### config.mk
export PLATFORM = sky130hd
export DESIGN_NAME = alu_fu_cdb
export DESIGN_NICKNAME = d
export VERILOG_FILES = /design/src/rtl/alu_fu_cdb.sv
export SDC_FILE = /design/constraint.sdc
export NUM_CORES = 1
export LEC_CHECK = 0
export CAP_MARGIN = 20
export CORE_MARGIN = 5
export CORE_UTILIZATION = 40
export CTS_CLUSTER_DIAMETER = 100
export DETAILED_ROUTE_END_ITERATION = 8
export SYNTH_ARGS = -nofsm -noshare
export SYNTH_HDL_FRONTEND = slang
export SYNTH_SLANG_ARGS = --single-unit
### constraint.sdc
create_clock -name clk -period 6.5 [get_ports clk]
set_clock_uncertainty 0.2 [all_clocks]
set_input_delay 0.975 -clock clk [delete_from_list [all_inputs] [get_ports clk]]
set_output_delay 0.975 -clock clk [all_outputs]
set_load 0.05 [all_outputs]
### src/rtl/alu_fu_cdb.sv
// ALU functional unit with an in-order result FIFO that feeds the CDB.
// Define FU_MUL_EN to make ALUOP 11 a MUL_CYCLES multi-cycle multiply; otherwise it yields 0.
module alu_fu_cdb #(
  parameter int DEPTH      = 4,
  parameter int MUL_CYCLES = 4
) (
  input  logic        clk,
  input  logic        rst,
  input  logic [4:0]  RS_FU_RS_ID,
  input  logic [4:0]  RS_FU_ROBEN,
  input  logic [11:0] RS_FU_opcode,
  input  logic [3:0]  RS_FU_ALUOP,
  input  logic [31:0] RS_FU_Val1,
  input  logic [31:0] RS_FU_Val2,
  input  logic [31:0] RS_FU_Immediate,
  input  logic        ROB_FLUSH_Flag,
  input  logic        CDB_Grant,
  output logic        FU_Is_Free,
  output logic        CDB_Req,
  output logic [4:0]  CDB_ROBEN,
  output logic [31:0] CDB_VAL
);

  localparam int PW = $clog2(DEPTH);

  typedef enum logic [3:0] {
    OP_ADD, OP_SUB, OP_AND, OP_OR, OP_XOR, OP_NOR, OP_SLL,
    OP_SRL, OP_SRA, OP_SLT, OP_SLTU, OP_MUL
  } alu_op_e;

  typedef enum logic {IDLE, MUL_BUSY} state_e;

  state_e        state;
  logic [PW-1:0] rd_ptr, wr_ptr;
  logic [PW:0]   count;
  logic [4:0]    rob_mem [DEPTH];
  logic [31:0]   val_mem [DEPTH];

  logic [31:0] op_b, alu_res, push_val;
  logic [4:0]  push_rob;
  logic        accept, push, pop;

  // Only op6 selects the B operand; funct6 carries no meaning here.
  logic unused_funct;
  assign unused_funct = ^RS_FU_opcode[5:0];

  assign op_b = (RS_FU_opcode[11:6] == 6'd0) ? RS_FU_Val2 : RS_FU_Immediate;

  always_comb begin
    // NOTE: default first so every path assigns alu_res and no latch is inferred.
    alu_res = '0;
    case (alu_op_e'(RS_FU_ALUOP))
      OP_ADD:  alu_res = RS_FU_Val1 + op_b;
      OP_SUB:  alu_res = RS_FU_Val1 - op_b;
      OP_AND:  alu_res = RS_FU_Val1 & op_b;
      OP_OR:   alu_res = RS_FU_Val1 | op_b;
      OP_XOR:  alu_res = RS_FU_Val1 ^ op_b;
      OP_NOR:  alu_res = ~(RS_FU_Val1 | op_b);
      OP_SLL:  alu_res = RS_FU_Val1 << op_b[4:0];
      OP_SRL:  alu_res = RS_FU_Val1 >> op_b[4:0];
      OP_SRA:  alu_res = 32'($signed(RS_FU_Val1) >>> op_b[4:0]);
      OP_SLT:  alu_res = {31'd0, $signed(RS_FU_Val1) < $signed(op_b)};
      OP_SLTU: alu_res = {31'd0, RS_FU_Val1 < op_b};
      default: alu_res = '0;
    endcase
  end

  assign FU_Is_Free = (state == IDLE) && (count < (PW+1)'(DEPTH));
  assign accept     = (RS_FU_RS_ID != 5'd0) && FU_Is_Free && !ROB_FLUSH_Flag;
  assign CDB_Req    = (count != '0);
  assign pop        = CDB_Req && CDB_Grant && !ROB_FLUSH_Flag;
  assign CDB_ROBEN  = CDB_Req ? rob_mem[rd_ptr] : 5'd0;
  assign CDB_VAL    = CDB_Req ? val_mem[rd_ptr] : 32'd0;

`ifdef FU_MUL_EN
  localparam int CW = (MUL_CYCLES > 2) ? $clog2(MUL_CYCLES) : 1;

  logic [CW-1:0] ctr;
  logic [4:0]    mul_rob;
  logic [31:0]   mul_a, mul_b;
  logic          is_mul, mul_done;

  assign is_mul   = (alu_op_e'(RS_FU_ALUOP) == OP_MUL);
  assign mul_done = (state == MUL_BUSY) && (ctr == '0);
  assign push     = (accept && !is_mul) || (mul_done && !ROB_FLUSH_Flag);
  assign push_rob = mul_done ? mul_rob : RS_FU_ROBEN;
  assign push_val = mul_done ? mul_a * mul_b : alu_res;

  always_ff @(posedge clk) begin
    if (rst || ROB_FLUSH_Flag) begin
      state <= IDLE;
      ctr   <= '0;
    end else begin
      case (state)
        IDLE: if (accept && is_mul) begin
          state   <= MUL_BUSY;
          ctr     <= CW'(MUL_CYCLES - 1);
          mul_rob <= RS_FU_ROBEN;
          mul_a   <= RS_FU_Val1;
          mul_b   <= op_b;
        end
        MUL_BUSY: begin
          if (ctr == '0) state <= IDLE;
          else           ctr   <= ctr - 1'b1;
        end
        default: state <= IDLE;
      endcase
    end
  end
`else
  assign state    = IDLE;
  assign push     = accept;
  assign push_rob = RS_FU_ROBEN;
  assign push_val = alu_res;
`endif

  always_ff @(posedge clk) begin
    // NOTE: sequential state uses non-blocking assignments so every register samples pre-edge values.
    if (rst || ROB_FLUSH_Flag) begin
      rd_ptr <= '0;
      wr_ptr <= '0;
      count  <= '0;
    end else begin
      if (push) wr_ptr <= wr_ptr + 1'b1;
      if (pop)  rd_ptr <= rd_ptr + 1'b1;
      case ({push, pop})
        2'b10:   count <= count + 1'b1;
        2'b01:   count <= count - 1'b1;
        default: count <= count;
      endcase
    end
  end

  // NOTE: storage is not reset; count gates every read, so stale contents are never observed.
  always_ff @(posedge clk) begin
    if (push) begin
      rob_mem[wr_ptr] <= push_rob;
      val_mem[wr_ptr] <= push_val;
    end
  end

endmodule

# Yosys cells after proc, flatten, opt, wreduce, memory -nomap -nowiden
# Memory sizes are Yosys's and may differ from the RTL's. A register that Yosys moved wholly into a read port is not among the register bits.
# Index checks and enable logic that the tools add are counted.
[word_totals]
reg_bits = 7
latchBits = 0
mem_bits_rw = 148
rom_bits = 0
input_bits = 126
mem_count = 2
[mem_list]
columns = ["memory", "words", "word_bits", "read_ports", "rd_clocked_by_memory_dff", "wr", "line_no", "source"]
rows = [
  ["val_mem", 4, 32, 1, 1, 1, "37", "logic [31:0] val_mem [DEPTH];"],
  ["rob_mem", 4, 5, 1, 1, 1, "36", "logic [4:0] rob_mem [DEPTH];"],
]
[classes]
add_sub_neg = 6
n_mul = 0
n_div = 0
n_lt_le_gt_ge = 3
eq_ne = 12
shift = 3
n_mux = 11
bitwise_logic = 4
reduce_logical = 11
[ops]
columns = ["operator", "n"]
rows = [
  ["32-bit case mux with 11 select lines", 1],
  ["32-bit less-than comparator", 2],
  ["32-bit 2-to-1 mux", 2],
  ["32-bit adder", 1],
  ["32-bit bitwise AND", 1],
  ["32-bit NOT", 1],
  ["32-bit bitwise OR", 1],
  ["32-bit by 5-bit << shifter with 32-bit output", 1],
  ["32-bit by 5-bit >> shifter with 32-bit output", 1],
  ["32-bit by 5-bit >>> shifter with 32-bit output", 1],
  ["32-bit subtractor", 1],
  ["32-bit bitwise XOR", 1],
  ["4-bit by 3-bit equality test with 1-bit output, second input constant", 4],
  ["4-bit equality test, second input constant", 3],
  ["4-bit by 2-bit equality test with 1-bit output, second input constant", 2],
  ["2-bit 2-to-1 mux", 4],
  ["6-bit logical NOT", 1],
  ["3-bit case mux with 2 select lines", 1],
  ["5-bit 2-to-1 mux", 1],
  ["5-bit nonzero test", 1],
  ["2-bit by 1-bit adder with 2-bit output, second input constant", 2],
  ["4-bit by 1-bit equality test with 1-bit output, second input constant", 1],
  ["1-bit logical AND", 4],
  ["4-bit logical NOT", 1],
  ["other kinds (10)", 11],
]

# Logic depth before layout (Yosys ltp)
# Gate-level depths: netlist of the first run.
[logic_depth]
depth_word = 5
depth_mapped = 20
mapped_depth_nobuf = 16

# Worst setup path before layout of the first run
# No wires, ideal clock.
[synth_timing]
path_type = "input-to-reg"
from = "in RS_FU_opcode[7]"
to = "mem val_mem[0][29], data pin"
setup_time_ns = 0.290
t_arrival_ns = 5.626
required_ns = 6.010
slack_ns = 0.384
cell_stages = 18
cell_sequence = "nor4_2 buf_2 a21boi_0 nor2_1 inv_1 clkbuf_1 clkbuf_1 ha_1 a21oi_1 o211ai_1 a41o_1 a211o_1 a2111o_1 a21oi_1 o41ai_1 a2111oi_0 nand3b_1 o211ai_1"
[synth_between]
elab_chain_len = 5
word_cells_on_any_way = 12
[synth_lines]
columns = ["item", "line_no", "source"]
rows = [
  ["from (decl)", "11", "input logic [11:0] RS_FU_opcode,"],
  ["6-bit logical NOT *", "47", "assign op_b = (RS_FU_opcode[11:6] == 6'd0) ? RS_FU_Val2 : RS_FU_Immediate;"],
  ["32-bit 2-to-1 mux *", "47", ""],
  ["parallel branches: the longest is 2 deep, another holds 32-bit subtractor", "-", ""],
  ["32-bit case mux with 11 select lines *", "52", "case (alu_op_e'(RS_FU_ALUOP))"],
  ["net alu_res[29]", "39", "logic [31:0] op_b, alu_res, push_val;"],
  ["to (decl)", "37", ""],
]
# Mark *: on every way through the listed nets, which the timed path passes.

# Final worst setup path of the first run
[layout_timing]
from = "in RS_FU_opcode[7]"
to = "mem val_mem[0][28], data pin"
# The elaborated chain is that of the path after synthesis.

==> flow_summary.json, run 1 <==
{
  "vias_per_cell": 6.44,
  "yosys.area.top_type": "edfxtp_1",
  "crit_path_top_delay_cell": "a2111oi_0",
  "grt_remaining_overflow": 0,
  "fin_nets": 2275,
  "cts.clk_slew.worst_paths_ns": 0.06,
  "power_switching_mw": 1.24,
  "diodes": 0,
  "slew_violations": 0,
  "numCtsBuffers": 17,
  "yosysWarnings": 0,
  "dp_hpwl_mm": 55.6,
  "cts-root-buf": "clkbuf_16",
  "core-area_sq_um": 39500,
  "setup_ws_ns": 0.324,
  "synthArstFlopShare": 0,
  "drc": 0,
  "cp_top_family": "compound AO/OA/AOI/OAI gates",
  "grt_max_degree": 66,
  "synth_seq_cells": 157,
  "grt_setup_unrepaired": "false",
  "vdd_drop_max_uv": 181,
  "ys_types": 87,
  "die_x_um": 209,
  "startpoint_type": "primary input",
  "gp_congestion": 1.07,
  "drv_cap": 0,
  "synth-edff-count": 148,
  "pwr-share-comb": 0.382,
  "worst_slew_pin_slew_ns": 1.17,
  "worstPathRequired_ns": 6.47,
  "synth_nets": 2147,
  "synth_sequential_area_ratio": 0.291,
  "area_delta_synth_final_pct": 18.8,
  "syn_area_sq_um": 15900,
  "cp_cell_sequence": "clkdlybuf4s50_1 -> or4_4 -> o21ai_2 -> nand2_1 -> ha_1 -> fa_1 -> a211oi_1 -> o21ai_0 -> a31oi_1 -> o211ai_1 -> a2111oi_0 -> o21bai_1 -> nand4_1 -> nand3b_1 -> o211a_1 -> o211ai_1",
  "die_y_um": 209,
  "vias": 16659,
  "path_buf_inv": 1,
  "final_common_cell": "nand2_1",
  "power.total_mw": 3.40,
  "dieArea_sq_um": 43800,
  "hold_path.class": "reg -> reg",
  "switching_share": 0.366,
  "intPower_mw": 2.15,
  "io_buffers": 158,
  "cp_common_cell": "o211ai_1",
  "cpPeakStageDelay_ns": 0.71,
  "wl_mm": 71.2,
  "clock_path_buffers": 2,
  "post_cts_resize_count": 0,
  "antenna_left": 0,
  "criticalPathCategory": "in -> reg",
  "route.detailed.wl_per_inst_um": 27.5,
  "cp-end-kind": "register",
  "p_per_area_nw_per_um2": 180,
  "grt_pass1_wl_mm": 104,
  "cts_sinks": 157,
  "holdWs_ns": 0.339,
  "final_cell_mix": "nand2_1, clkdlybuf4s50_1, o21ai_0, nor2_1, edfxtp_1",
  "cts_setup_buffers": 0,
  "antenna_found_initial": 1,
  "synth_ff_type": "edfxtp_1",
  "cts_max_level": 4,
  "status": "completed",
  "setup_viol": 0,
  "synthCells": 1922,
  "setup_tns_ns": 0,
  "worstPathArrival_ns": 6.14,
  "final_hold_viol_count": 0,
  "start_util": 0.402,
  "pwr-share-clk": 0.268,
  "synth_top_area_share": 0.280,
  "seqPwrFrac": 0.349,
  "max_slew_margin": 0.215,
  "ioPinCount": 165,
  "cp_max_fo": 4,
  "grt_pass1_vias": 15763,
  "drive_gt1_frac": 0.103,
  "drt_first_pass_iters": 6,
  "pre_cts_slack_ns": 0.130,
  "fin_crit_sh": 0.950,
  "avgSynthCellArea_sq_um": 8.26,
  "synthTopCellsByArea": "edfxtp_1, ha_1, mux4_2",
  "clock.fmax_mhz": 162,
  "cts_tree": "built",
  "grt_use_total": 0.312,
  "clock_latency_ns": 0.42,
  "post-route-min-period_ns": 6.18,
  "p_leak_nw": 6.95,
  "num_rows": 73,
  "drtIter0Drc": 2162,
  "hold_buffers": 0
}
==> area by class of cell <==
class                           instances  area (sq um)
Fill cell                            3874         20700
Multi-Input combinational cell       1521         10400
Sequential cell                       157          4630
Timing Repair Buffer                  249          2260
Tap cell                              525           657
Clock buffer                           18           429
Inverter                              104           390
Clock inverter                         14           119
==> cells in the mapped netlist, drive strengths merged, types with 20 or more instances <==
cell    instances
ha             97
nor2          152
inv           103
nand2b         30
nand3          76
buf            20
a31oi          24
nor2b          50
o21ai         162
a221oi         33
a211oi         45
o221ai         21
nor3           29
mux2i          30
xnor2          22
nand2         245
clkbuf        120
mux4           41
a21oi         118
o211ai         55
edfxtp        148
==> routing by layer <==
| layer | wire length, um | up-vias | GRT usage |
|---|---|---|---|
| li1 | - | 7514 | - |
| met1 | 28900 | 7966 | 0.420 |
| met2 | 31200 | 1007 | 0.480 |
| met3 | 6440 | 172 | 0.0532 |
| met4 | 4700 | 0 | 0.170 |
| met5 | 0 | - | 0 |
==> power groups by stage <==
stage	combinational (mW)	sequential (mW)	clock, mW
global route	1.37	1.19	0.976
CTS	1.26	1.19	0.926
finish	1.30	1.19	0.911
detailed placement	1.26	1.21	0
global placement	1.26	1.21	0
floorplan	0.747	1.20	0
==> kinds of logic (layout without fill, tap and decap cells) <==
group,after synthesis,count (layout),synth area share
buf+inv,244,385,0.0590
simple gates,658,658,0.192
flops,157,157,0.291
xor+xnor,29,29,0.0160
fa+ha+maj,99,99,0.0789
compound gates,654,654,0.279
mux,81,81,0.0841
==> metrics by stage <==
| step | instance area [sq um] | cells | util |
|---|---|---|---|
| 5_1_grt | 18900 | 2588 | 0.477 |
| 3_5_place_dp | 18300 | 2555 | 0.463 |
| 3_3_place_gp | 18300 | 2554 | 0.463 |
| 2_1_floorplan | 15900 | 1922 | - |
| 6_report | 18900 | 2588 | 0.477 |
| 4_1_cts | 18900 | 2587 | 0.477 |
==> path summary, 6_finish.rpt <==
kind	start	end	slack, ns	depth (start not counted)
worst max register to register	count[2]	count[2]	3.75	9
worst min register to register	rd_ptr[0]	register	0.34	2
worst min-delay path	rd_ptr[0]	register	0.34	2
worst max-delay path	RS_FU_opcode[7]	val_mem[0][28]	0.32	16
==> sequential cells by signal, indices dropped and copies added, names as in the netlist, named ones only <==
| signal | cells |
|---|---|
| rd_ptr | 2 |
| wr_ptr | 2 |
| rob_mem | 20 |
| val_mem | 128 |
| count | 3 |
==> worst reg2reg max path: cells and delay by family (launching register included) <==
family,cells,cell delay (ns)
xor+xnor,1,0.16
buf+inv,2,0.32
fa+ha+maj,2,0.65
flops,1,0.41
simple gates,3,0.82
compound gates,1,0.13
Note: power is estimated with default switching activity, not from simulation.
==> run 2: changes to the inputs <==
- RECOVER_POWER: not set -> 25
==> flow_summary.json, run 2 (synthesis results as in run 1) <==
{
  "final_hold_viol_count": 0,
  "criticalPathCategory": "in -> reg",
  "cts_tree": "built",
  "cts.clk_slew.worst_paths_ns": 0.06,
  "grt_use_total": 0.312,
  "grt_pass1_wl_mm": 104,
  "fin_nets": 2275,
  "num-fill-cells": 3878,
  "setup_tns_ns": 0,
  "gp_congestion": 1.07,
  "dieArea_sq_um": 43800,
  "hold_path.class": "reg -> reg",
  "cp-end-kind": "register",
  "drtIter0Drc": 2171,
  "diodes": 0,
  "startpoint_type": "primary input",
  "vias": 16696,
  "post_cts_resize_count": 0,
  "hold_buffers": 0,
  "p_per_area_nw_per_um2": 180,
  "grt_max_degree": 66,
  "drive_gt1_frac": 0.101,
  "area_delta_synth_final_pct": 18.7,
  "r2r_cells": 2,
  "largest_reg_flops": 128,
  "grt_pass1_vias": 15763,
  "grt_setup_unrepaired": "false",
  "worstPathArrival_ns": 6.18,
  "max_slew_margin": -0.825,
  "grt_remaining_overflow": 0,
  "ioPinCount": 165,
  "setup_viol": 0,
  "drv_cap": 4,
  "status": "complete, but fails checks",
  "cts_setup_buffers": 0,
  "top_register": "val_mem",
  "hold_end": "count[2]",
  "cts_max_level": 4,
  "cts_sinks": 157,
  "min_path_cells": 2,
  "reg_top3": "val_mem: 128 flops, rob_mem: 20 flops, count: 3 flops",
  "die_y_um": 209,
  "post-route-min-period_ns": 6.20,
  "start_util": 0.402,
  "rr_startpoint": "count[2]",
  "num_rows": 73,
  "final_common_cell": "nand2_1",
  "dp_hpwl_mm": 55.6,
  "vdd_drop_max_uv": 181,
  "drc": 0,
  "worstHoldStart": "count[2]",
  "worstPathRequired_ns": 6.48,
  "cp_max_fo": 19,
  "clock_latency_ns": 0.41,
  "wl_mm": 71.3,
  "antenna_found_initial": 1,
  "route.detailed.wl_per_inst_um": 27.6,
  "rr_endpoint": "val_mem[1][0]",
  "antenna_left": 0,
  "p_leak_nw": 6.94,
  "drt_first_pass_iters": 6,
  "r2r_slack_ns": 2.63,
  "worst_slew_pin_slew_ns": 2.74,
  "cts-root-buf": "clkbuf_16",
  "io_buffers": 158,
  "fin_cells": 2588,
  "slew_violations": 154,
  "dp.cells": 2555,
  "fin_crit_sh": 0.953,
  "core-area_sq_um": 39500,
  "multiInputGateArea_sq_um": 10400,
  "clock_path_buffers": 2,
  "violations": "max-capacitance violations, max-slew violations",
  "clock.fmax_mhz": 161,
  "numCtsBuffers": 17,
  "vias_per_cell": 6.45,
  "die_x_um": 209,
  "regArea_sq_um": 4630,
  "final_cell_mix": "nand2_1, o21ai_0, clkdlybuf4s50_1, nor2_1, edfxtp_1"
}
## run 2: metrics by stage
step | setup slack [ns] | total power [mW] | hold slack (ns) | util | area [sq um]
floorplan | 0.384 | 1.95 | 0.282 | - | 15900
global placement | 0.131 | 2.46 | 0.299 | 0.463 | 18300
detailed placement | 0.130 | 2.47 | 0.331 | 0.463 | 18300
CTS | 0.542 | 3.38 | 0.344 | 0.477 | 18900
global route | 0.157 | 3.54 | 0.360 | 0.477 | 18900
finish | 0.303 | 3.40 | 0.338 | 0.477 | 18900
## run 2: power by group
group | internal [mW] | switching (mW)
combinational | 0.451 | 0.847
sequential | 1.18 | 0.00978
clock | 0.525 | 0.387
total | 2.15 | 1.24
## run 2: worst max-delay path by stage
stage	to	startpoint	slack [ns]
finish	val_mem[0][28]	RS_FU_opcode[7]	0.30
floorplan	val_mem[0][29]	RS_FU_opcode[7]	0.38
CTS	val_mem[3][28]	RS_FU_opcode[7]	0.54
global route	val_mem[3][28]	RS_FU_opcode[7]	0.16
global placement	val_mem[0][28]	RS_FU_opcode[7]	0.13
detailed placement	val_mem[3][28]	RS_FU_opcode[7]	0.13
## run 2: area by class of cell
type / instances / area share
Clock buffer: 18 / 0.0228
Clock inverter: 14 / 0.00630
Inverter: 104 / 0.0207
Multi-Input combinational cell: 1521 / 0.550
Sequential cell: 157 / 0.245
Tap cell: 525 / 0.0348
Timing Repair Buffer: 249 / 0.120
## run 2: metal layers
metal,GRT usage,wire (um),vias up
met1,0.420,29000,8000
met2,0.480,31100,1008
li1,-,-,7508
met4,0.170,4840,0
met3,0.0532,6330,180
met5,0,0,-
## run 2: worst max-delay path, stage by stage
cell             delay, ns
clkdlybuf4s50_1       0.46
or4_4                 0.58
buf_4                 0.23
o21ai_1               0.18
and2_1                0.18
inv_2                 0.06
ha_1                  0.19
a2111oi_0             0.45
o21ai_0               0.28
a31oi_1               0.33
o211ai_1              0.23
a2111oi_0             0.75
o21bai_1              0.35
nand4_1               0.18
nand3b_1              0.14
o211a_1               0.23
o211ai_1              0.38
